<file path="config.mk">
export PLATFORM = sky130hd
export DESIGN_NAME = mult_seq_ctrl
export DESIGN_NICKNAME = d
export VERILOG_FILES = /design/src/rtl/mult_pkg.sv /design/src/rtl/mult_accum_adder.sv /design/src/rtl/mult_seq_ctrl.sv
export SDC_FILE = /design/constraint.sdc
export NUM_CORES = 1
export LEC_CHECK = 0
export ABC_AREA = 1
export CAP_MARGIN = 5
export CORE_MARGIN = 8
export CORE_UTILIZATION = 50
export CTS_CLUSTER_DIAMETER = 150
export CTS_CLUSTER_SIZE = 8
export DETAILED_ROUTE_END_ITERATION = 8
export DONT_BUFFER_PORTS = 1
export PLACE_DENSITY = 0.65
export RECOVER_POWER = 100
export SETUP_SLACK_MARGIN = 0.1
export SYNTH_ARGS = -nofsm -noshare
export SYNTH_HDL_FRONTEND = slang
export SYNTH_HIERARCHICAL = 1
export SYNTH_SLANG_ARGS = --single-unit
</file>
<file path="constraint.sdc">
create_clock -name clk -period 2.75 [get_ports clk]
set_input_delay 0.275 -clock clk [delete_from_list [all_inputs] [get_ports clk]]
set_output_delay 0.275 -clock clk [all_outputs]
set_load 0.03 [all_outputs]
</file>
<file path="src/rtl/mult_pkg.sv">
// mult_pkg: shared state encoding, default width and the two's-complement
// magnitude helper for the sequential signed multiplier (mult_seq_ctrl).
// The optional build macro MULT_EARLY_TERM_EN is consumed in mult_seq_ctrl.
package mult_pkg;

   // Default operand width; the product is twice as wide.
   localparam int DEFAULT_N = 5;

   // Widest operand the magnitude helper handles. Callers sign-extend their
   // operand to this width, so operands must be narrower than MAX_N.
   localparam int MAX_N = 32;

   // Controller states: accept operands, iterate partial products,
   // apply the sign, present the product.
   typedef enum logic [1:0] {
      IDLE = 2'd0,
      RUN  = 2'd1,
      FIX  = 2'd2,
      DONE = 2'd3
   } stateT;

   // Magnitude of a sign-extended two's-complement value. Because the input
   // is sign-extended from a narrower operand, the most negative operand
   // value maps to its positive magnitude without wrapping.
   function automatic logic [MAX_N-1:0] twosMag(input logic [MAX_N-1:0] value);
      return value[MAX_N-1] ? (~value + MAX_N'(1)) : value;
   endfunction

endpackage

</file>
<file path="src/rtl/mult_accum_adder.sv">
// mult_accum_adder: plain W-bit adder with carry-in and carry-out. It is the
// only adder in the multiplier; keeping it in its own module lets the adder
// architecture change without touching the controller.
module mult_accum_adder #(
   parameter int W = 10
) (
   input  logic [W-1:0] A,
   input  logic [W-1:0] B,
   input  logic         ci,
   output logic [W-1:0] sum,
   output logic         co
);

   // Widen every term by one bit so the carry-out is captured exactly.
   assign {co, sum} = (W+1)'(A) + (W+1)'(B) + (W+1)'(ci);

endmodule

</file>
<file path="src/rtl/mult_seq_ctrl.sv">
// mult_seq_ctrl: sequential signed N x N -> 2N multiplier controller.
// Operands arrive over in_valid/in_ready, magnitudes are multiplied by
// shift-and-add (one multiplier bit per cycle through mult_accum_adder),
// the sign is applied in a single FIX cycle through the same adder, and the
// product leaves over p_valid/p_ready.
// Build option: define MULT_EARLY_TERM_EN to leave RUN as soon as the
// remaining multiplier bits are all zero; product values do not change.
module mult_seq_ctrl
   import mult_pkg::*;
#(
   parameter int N = DEFAULT_N   // operand width, 2 <= N < MAX_N
) (
   input  logic           clk,
   input  logic           rst,
   input  logic           in_valid,
   output logic           in_ready,
   input  logic [N-1:0]   a,
   input  logic [N-1:0]   b,
   output logic           p_valid,
   input  logic           p_ready,
   output logic [2*N-1:0] p,
   output logic           busy
);

   localparam int PW = 2 * N;
   localparam int CW = $clog2(N + 1);
   localparam logic [CW-1:0] LAST_CNT = CW'(N - 1);

   stateT         state;
   stateT         nextState;

   logic [N-1:0]  magA;        // |a|, held for the whole transaction
   logic [N-1:0]  magB;        // |b|, shifted right one bit per RUN cycle
   logic          sign;        // product sign
   logic [PW-1:0] acc;         // running magnitude of the product
   logic [CW-1:0] cnt;         // RUN iteration index = current shift amount
   logic [PW-1:0] pReg;        // signed product presented in DONE

   logic [MAX_N-1:0] aWide;
   logic [MAX_N-1:0] bWide;

   logic [PW-1:0] addA;
   logic [PW-1:0] addB;
   logic          addCi;
   logic [PW-1:0] addSum;
   logic          unusedCarry; // acc cannot overflow, so the carry is never needed

   logic          accept;
   logic          runDone;
   logic          prodTaken;

   // Sign-extend operands so the magnitude helper sees a true negative value.
   assign aWide = {{(MAX_N - N){a[N-1]}}, a};
   assign bWide = {{(MAX_N - N){b[N-1]}}, b};

   assign accept    = in_valid && (state == IDLE);
   assign prodTaken = p_ready && (state == DONE);

`ifdef MULT_EARLY_TERM_EN
   // Finish RUN when this edge consumes the last set multiplier bit, or after N bits.
   assign runDone = (cnt == LAST_CNT) || ((magB >> 1) == '0);
`else
   // Always iterate over all N multiplier bits so latency is data-independent.
   assign runDone = (cnt == LAST_CNT);
`endif

   // Route the shared adder: accumulate in RUN, two's-complement negate in FIX.
   always_comb begin
      addA  = acc;
      addB  = ({{N{1'b0}}, magA}) << cnt;
      addCi = 1'b0;
      if (state == FIX) begin
         // ~acc + 1 for negative products; acc + 0 otherwise. ~0 + 1 wraps to 0,
         // so a zero product stays zero.
         addA  = sign ? ~acc : acc;
         addB  = '0;
         addCi = sign;
      end
   end

   mult_accum_adder #(
      .W (PW)
   ) u_adder (
      .A   (addA),
      .B   (addB),
      .ci  (addCi),
      .sum (addSum),
      .co  (unusedCarry)
   );

   // State register with synchronous reset.
   always_ff @(posedge clk) begin
      // NOTE: sequential logic uses non-blocking assignments so every register
      // samples pre-edge values regardless of statement order.
      if (rst) begin
         state <= IDLE;
      end else begin
         state <= nextState;
      end
   end

   // Next-state logic.
   always_comb begin
      // NOTE: default assignment first so every path drives nextState and no
      // latch is inferred.
      nextState = state;
      unique case (state)
         IDLE: if (accept)    nextState = RUN;
         RUN:  if (runDone)   nextState = FIX;
         FIX:                 nextState = DONE;
         DONE: if (prodTaken) nextState = IDLE;
         default:             nextState = IDLE;
      endcase
   end

   // Handshake and status outputs decoded from the current state.
   always_comb begin
      in_ready = 1'b0;
      p_valid  = 1'b0;
      busy     = 1'b1;
      unique case (state)
         IDLE: begin
            in_ready = 1'b1;
            busy     = 1'b0;
         end
         DONE:    p_valid = 1'b1;
         default: ;
      endcase
   end

   // Datapath registers: operand capture, shift-and-add iteration, sign fix.
   always_ff @(posedge clk) begin
      if (rst) begin
         magA <= '0;
         magB <= '0;
         sign <= 1'b0;
         acc  <= '0;
         cnt  <= '0;
         pReg <= '0;
      end else begin
         unique case (state)
            IDLE: begin
               if (accept) begin
                  magA <= N'(twosMag(aWide));
                  magB <= N'(twosMag(bWide));
                  sign <= a[N-1] ^ b[N-1];
                  acc  <= '0;
                  cnt  <= '0;
               end
            end
            RUN: begin
               if (magB[0]) begin
                  acc <= addSum;
               end
               magB <= magB >> 1;
               cnt  <= cnt + CW'(1);
            end
            FIX: begin
               pReg <= addSum;
            end
            default: ;
         endcase
      end
   end

   assign p = pReg;

endmodule

</file>
== After elaboration in Yosys (flattened, before gate mapping) ==
Cells that the tools add are included.

* Word-level logic and storage cells: 53
* Flip-flop bits (word level): 36
* Memories kept: 0
* Memory bits (writable): 0
* Input port bits: 14
* Memory bits (read-only): 0
* Latch bits: 0

* $add $sub $neg: 5
* Bitwise logic cells: 4
* Equality and inequality tests: 8
* Multipliers: 0
* Shift-type cells: 1
* Reduce and logical (&&, ||, !) cells: 8
* Div/mod/pow operators: 0
* Muxes and demuxes: 20
* $lt $le $gt $ge: 0

{| class="wikitable"
|+ Operators with widths
! operator !! number
|-
| $mux 10 || 5
|-
| $pmux 10 s2 || 1
|-
| $mux 5 || 3
|-
| $add 10x1->10 || 1
|-
| $add 10x10->10 || 1
|-
| $add 5x1->5 const B || 2
|-
| $not 10->10 || 1
|-
| $not 5->5 || 2
|-
| $pmux 5 s2 || 1
|-
| $shl 5x3->10 || 1
|-
| $ne 2x2->1 const B || 4
|-
| $pmux 2 s4 || 1
|-
| $mux 2 || 3
|-
| $pmux 3 s2 || 1
|-
| $reduce_and 3->1 || 2
|-
| $eq 2x2->1 const B || 2
|-
| $mux 1 || 4
|-
| $reduce_and 2->1 || 2
|-
| $add 3x1->3 const B || 1
|-
| $eq 3x3->1 const B || 1
|-
| $mux 3 || 1
|-
| $eq 2x1->1 const B || 1
|-
| $logic_and 1x1->1 || 2
|-
| $logic_not 2->1 || 1
|-
| other kinds (2) || 2
|}

== Longest topological paths before layout ==
Gate-level depths: netlist (run 1).

* Word-level depth: 7
* Gate-level depth with buffers: 16

== Hierarchy ==
The synthesis (run 1) kept the hierarchy.

{| class="wikitable"
|+ By module, submodules not included
! module !! area each (sq um) !! cells an instance !! times used !! sequential area each (sq um)
|-
| mult_seq_ctrl || 1920.6 || 264 || 1 || 720.7
|-
| mult_accum_adder || 506.7 || 89 || 1 || 0.0
|}

== Worst setup path after synthesis (run 1) ==
No wires, ideal clock.

* Path type: register -> register
* Start point: register state[0]
* End point: register acc[6]
* Required time: 2.680 ns
* Data arrival time: 2.443 ns
* Cell stages (with the launch flop): 16
* Setup slack: 0.236 ns
* Buffers on the path: 1
* Period minus slack after synthesis: 2.514 ns
* Library setup time: 0.070 ns
* Cell sequence: dfxtp_1 > inv_1 > ha_1 > nand2_1 > buf_2 > xnor2_1 > fa_1 > inv_1 > fa_1 > o21ai_2 > nand2_1 > nand2_1 > nand2_1 > nand2_1 > nand3_1 > a21oi_1

* Word-level cells in the longest chain between the ends: 6
* Elaborated cells on any way between the ends: 15

{| class="wikitable"
|+ RTL lines
! item !! line !! text
|-
| start: declaration || mult_seq_ctrl.sv:29 || <nowiki>stateT state;</nowiki>
|-
| start signal: assignment || mult_seq_ctrl.sv:98 || <nowiki>state <= nextState;</nowiki>
|-
| $eq 2x2->1 || mult_seq_ctrl.sv:72 || <nowiki>if (state == FIX) begin</nowiki>
|-
| $mux 10 || mult_seq_ctrl.sv:72 ||
|-
| named net addA[0] || mult_seq_ctrl.sv:42 || <nowiki>logic [PW-1:0] addA;</nowiki>
|-
| $add 10x10->10 || mult_accum_adder.sv:15 || <nowiki>assign {co, sum} = (W+1)'(A) + (W+1)'(B) + (W+1)'(ci);</nowiki>
|-
| $add 10x1->10 || mult_accum_adder.sv:15 ||
|-
| named net addSum[6] || mult_seq_ctrl.sv:45 || <nowiki>logic [PW-1:0] addSum;</nowiki>
|-
| $mux 10 || mult_seq_ctrl.sv:152 || <nowiki>if (magB[0]) begin</nowiki>
|-
| $pmux 10 s2 || mult_seq_ctrl.sv:141 || <nowiki>unique case (state)</nowiki>
|-
| end signal: assignment || mult_seq_ctrl.sv:153 || <nowiki>acc <= addSum;</nowiki>
|-
| end: declaration || mult_seq_ctrl.sv:35 || <nowiki>logic [PW-1:0] acc;</nowiki>
|}

The timed path passes the listed nets, and every way through them passes these cells. The select of a mux whose other input is x is not followed.
A chain may end at the register's enable or synchronous reset.

== Final worst setup path (run 1) ==
* Start point: register state[0]
* End point: register acc[8]

* Word-level cells in the longest chain between the ends: 6
* Elaborated cells on any way between the ends: 15

{| class="wikitable"
|+ RTL lines
! item !! line !! text
|-
| $eq 2x2->1 || mult_seq_ctrl.sv:72 ||
|-
| $mux 10 || mult_seq_ctrl.sv:72 ||
|-
| named net addB[5] || mult_seq_ctrl.sv:43 || <nowiki>logic [PW-1:0] addB;</nowiki>
|-
| $add 10x10->10 || mult_accum_adder.sv:15 ||
|-
| $add 10x1->10 || mult_accum_adder.sv:15 ||
|-
| named net addSum[8] || mult_seq_ctrl.sv:45 ||
|-
| $mux 10 || mult_seq_ctrl.sv:152 ||
|-
| $pmux 10 s2 || mult_seq_ctrl.sv:141 ||
|}

The timed path passes the listed nets, and every way through them passes these cells. The select of a mux whose other input is x is not followed.

==> out/results.tsv, run 1 <==
metric	value	unit
syn_to_final_growth	7.295	%
setup_violations	0	
worst-r2r-cell-count	13	
grt_pass1_vias	1949	
path_max_fanout	11	
fmax	406.9	MHz
rrSetupSlack	0.29	ns
io_pins	27	
clk_transition_reported_paths	0.08	ns
ctsHtreeMaxLevel	2	
finish.instance_area	2576	um^2
routed_wl	5547	um
syn-cell-area	2401	um^2
dpl.hpwl	4219	um
synth_warnings	6	
clock-sinks	36	
nNetsFinal	381	
grt_max_degree	21	
timing.final.crit_period	2.457	ns
outcome	finished, final reports clean	
slew_headroom	0.4563	
multi_input_area	1505	um^2
start_util	0.5117	
pwr_density_cell	905.8	nW/um^2
die_h	85.30	um
hold_viol_final	0	
cp_slowest_cell	dfxtp_1	
r2r_start	state[0]	
place_area	2437	um^2
rsz0062_at_grt	true	
synthCells	348	
io_buffers	0	
r2r-end	acc[8]	
clk_path_buf_depth	2	
cap_violations	0	
p_leak	1.216	nW
min_to	magB[4]	
root_buffer	clkbuf_8	
rows	25	
grt_use_total	0.1594	
layout-drive-gt1-share	0.1032	
tightest_slew	0.8070	ns
antenna_found_initial	0	
seq_area	720.7	um^2
final.setup_skew	0.008914	ns
diodes	0	
criticalPathCategory	flip-flop to flip-flop	
wire_per_inst	13.76	um
drt-initial-drc-count	125	
fp.dieArea	7275	um^2
drc	0	
syn_avg_cell_area	6.900	um^2
gp_congestion	0.8999	
slew_violations	0	
grt_pass1_wl	9356	um
crit_required	2.98	ns
fin_tns_setup	0	ns
clk_latency	0.29	ns
fill_cells	450	
fin_hold_ws	0.04346	ns
crit_chain	inv_1 -> ha_4 -> buf_4 -> inv_1 -> nand2_2 -> o22ai_1 -> ha_1 -> a21o_1 -> a21oi_1 -> nand3_1 -> nand2_1 -> nand3_1 -> a21oi_1	
overflow	0	
tritoncts	built	
viasPerCell	5.308	
die_width	85.30	um
cpPeakStageDelay	0.36	ns
worstPathArrival	2.68	ns
post-route-period-util	0.8936	
worstSetupStartpointType	flip-flop	
drt-pass1-iter-count	4	
core_area	4692	um^2
cts-buffers-inserted	5	
cp_top_family	compound AO/OA/AOI/OAI gates	
hold_path_depth	1	
hold_start	rst	
postCtsHoldBufs	0	
synth_nets	381	
drtAntennaViolNets	0	
cp-end-kind	flip-flop	
crit_buf_inv	3	
fin_util	0.5491	
ir_worst_vdd	0.0006793	V
hold_class	input port to flip-flop	
dr_total_vias	2139	
==> per-layer routing <==
layer | track usage | wire [um] | share of wire | vias to the layer above
met5 | 0 | 0 | 0 | -
met4 | 0.07006 | 131 | 0.024 | 0
met3 | 0.05212 | 404 | 0.073 | 14
met2 | 0.2358 | 2320 | 0.42 | 60
met1 | 0.2051 | 2690 | 0.48 | 938
li1 | - | - | - | 1127
==> through the flow <==
step	worst slack, ns	total power (W)	instances
after global placement	0.2067	0.001947	394
after detailed placement	0.1047	0.001936	394
final	0.2926	0.002334	403
after CTS	0.1299	0.002323	402
after global routing	0.07030	0.002540	403
after floorplan	0.2496	0.001717	348
==> flip-flops by register name (all words and copies together), names as in the netlist <==
| signal | cells |
|---|---|
| acc | 10 |
| state | 2 |
| magA | 5 |
| magB | 5 |
| cnt | 3 |
| p | 10 |
| sign | 1 |
==> final cells by class <==
class | count | area share
inverter | 38 | 0.05828
clock inverter | 3 | 0.007285
tap | 54 | 0.02623
clock buffer | 5 | 0.02671
multi-input combinational | 261 | 0.5843
sequential | 36 | 0.2797
timing repair buffer | 6 | 0.01748
==> worst max-delay path by stage <==
| stage | from | end | slack [ns] | depth (start not counted) |
|---|---|---|---|---|
| 6_report | state[0] | acc[8] | 0.29 | 13 |
| 5_1_grt | state[1] | acc[4] | 0.07 | 9 |
| 4_1_cts | state[0] | acc[8] | 0.13 | 14 |
| 3_5_place_dp | state[0] | acc[8] | 0.10 | 15 |
| 3_3_place_gp | state[0] | p[9] | 0.21 | 15 |
| 2_1_floorplan | state[0] | acc[8] | 0.25 | 15 |
==> what timing repair did <==
action / in CTS / in global routing
pin swaps: 0 / 4
resized for setup: 1 / 18
setup buffers: 0 / 1
setup endpoints to repair: 1 / 12
==> cell usage in the layout, fill, tap and decap left out, types with 2 or more instances in the layout <==
cell type and instances:
o21ai_0 33, xnor2_1 11, nand3_1 25, clkinv_2 2, o21ai_2 2, o211ai_1 2
nand4_1 2, or2_2 3, nor2_4 3, xor2_1 6, nor2_2 2, buf_4 6
dfxtp_1 36, o21ai_1 4, o22ai_1 2, clkbuf_8 5, nor2_1 37, a21oi_1 28
inv_1 35, nand2_1 70, ha_1 15
==> where the power goes <==
group	internal (W)	switching [W]	leakage, nW
combinational	0.000364	0.000768	0.874
sequential	0.000644	0.000186	0.294
clock	0.000176	0.000195	0.0479
Power figures use the tool's default switching activity.
==> run 2: changes to the inputs <==
RECOVER_POWER = default   (was 100)
==> out/results.tsv, run 2 (synthesis results as in run 1) <==
metric	value	unit
ctsHtreeMaxLevel	2	
slew_headroom	0.6491	
grt_max_degree	21	
worstSetupStartpointType	flip-flop	
path_max_fanout	11	
worstPathArrival	2.66	ns
clkPwrFrac	0.156	
critPathLaunch	state[0]	
combPwrFrac	0.494	
criticalPathCategory	flip-flop to flip-flop	
start_util	0.5117	
p_leak	1.234	nW
cts-buffers-inserted	5	
p_sw	0.001176	W
drt-initial-drc-count	114	
wire_per_inst	13.75	um
rsz0062_at_grt	true	
mostFrequentLayoutCell	nand2_1	
grt_pass1_vias	1949	
nNetsFinal	381	
timing.final.crit_period	2.439	ns
crit_chain	inv_1 -> ha_4 -> buf_4 -> inv_1 -> nand2_2 -> o22ai_1 -> ha_1 -> nand2_1 -> inv_1 -> nand2_1 -> nand2_1 -> nand2_1 -> nand4_1 -> nand2_1 -> nand3_1 -> a21oi_1	
clock-sinks	36	
die_h	85.30	um
finish.instance_area	2608	um^2
cpMostUsedCell	nand2_1	
post-route-period-util	0.8871	
diodes	0	
clk_path_buf_depth	2	
tritoncts	built	
drc	0	
slew_violations	0	
cp_top_family	simple AND/OR/NAND/NOR gates	
rrSetupSlack	0.31	ns
fp.dieArea	7275	um^2
drt-pass1-iter-count	4	
fin_util	0.5557	
pwr_density_cell	911.2	nW/um^2
hold_start	rst	
die_width	85.30	um
clk_transition_reported_paths	0.07	ns
layout-drive-gt1-share	0.1117	
rows	25	
dr_total_vias	2120	
syn_to_final_growth	8.598	%
crit_required	2.97	ns
io_pins	27	
final.setup_skew	0.008689	ns
fin_tns_setup	0	ns
viasPerCell	5.261	
fmax	409.9	MHz
outcome	finished, final reports clean	
hold_class	input port to flip-flop	
hold_viol_final	0	
cp-end-kind	flip-flop	
gp_congestion	0.8999	
dpl.hpwl	4219	um
seqPwrFrac	0.350	
root_buffer	clkbuf_8	
r2r_start	state[0]	
clk_latency	0.29	ns
routed_wl	5543	um
place_area	2437	um^2
fill_cells	442	
switching_share	0.4949	
overflow	0	
ir_worst_vdd	0.0006865	V
setup_violations	0	
cpPeakStageDelay	0.36	ns
finalWorstSetupSlack	0.3105	ns
drtAntennaViolNets	0	
crit_buf_inv	4	
grt_pass1_wl	9356	um
core_area	4692	um^2
cp_slowest_cell	dfxtp_1	
io_buffers	0	
grt_use_total	0.1594	
tightest_slew	0.5258	ns
fin_hold_ws	0.04349	ns
cap_violations	0	
antenna_found_initial	0	
postCtsHoldBufs	0	
intPower	0.001200	W
dp_worst_setup_slack	0.1047	ns
layout_common_cells	nand2_1, nor2_1, dfxtp_1	
==> run 2: cell types whose count changed in the layout (fill, tap and decap cells not counted) <==
cell,before,now
nand3_1,25,24
or2_0,1,0
o22ai_2,1,2
nand3_2,0,1
o21ai_4,0,1
or2_1,0,1
o22ai_1,2,1
o21ai_0,33,32
nor2_8,0,1
nor2_4,3,2
==> run 2: power by group through the flow <==
| stage | clock (W) | sequential (W) | combinational, W |
|---|---|---|---|
| detailed placement | 0 | 0.000838 | 0.00110 |
| global route | 0.000406 | 0.000849 | 0.00133 |
| CTS | 0.000387 | 0.000827 | 0.00111 |
| floorplan | 0 | 0.000812 | 0.000904 |
| finish | 0.000371 | 0.000831 | 0.00117 |
| global placement | 0 | 0.000837 | 0.00111 |
==> run 2: repair_timing <==
action                     in CTS  in global routing
setup buffers                   0                  1
setup endpoints to repair       1                 12
gates cloned                    0                  0
gates resized for setup         1                 18
pin swaps                       0                  4
==> run 2: final cells by class <==
class / count / area, um^2 / area share
multi-input combinational: 261 / 1536 / 0.5893
sequential: 36 / 720.7 / 0.2764
inverter: 38 / 150.1 / 0.05758
clock buffer: 5 / 68.82 / 0.02639
tap: 54 / 67.56 / 0.02591
timing repair buffer: 6 / 45.04 / 0.01727
clock inverter: 3 / 18.77 / 0.007198
==> run 2: final timing paths <==
check,endpoint,cells past startpoint
worst min-delay path,magB[4],1
worst min register to register,magB[3],2
worst max register to register,acc[9],16
worst max-delay path,acc[9],16
==> run 2: metal layers <==
layer | vias to the layer above | share of wire | GRT usage
met5 | - | 0 | 0
met4 | 0 | 0.021 | 0.07006
met3 | 12 | 0.069 | 0.05212
met2 | 48 | 0.42 | 0.2358
met1 | 932 | 0.49 | 0.2051
li1 | 1128 | - | -
==> run 2: through the flow <==
step,instances,power (W)
4_1_cts,402,0.002323
3_5_place_dp,394,0.001936
6_report,403,0.002376
3_3_place_gp,394,0.001947
2_1_floorplan,348,0.001717
5_1_grt,403,0.002581
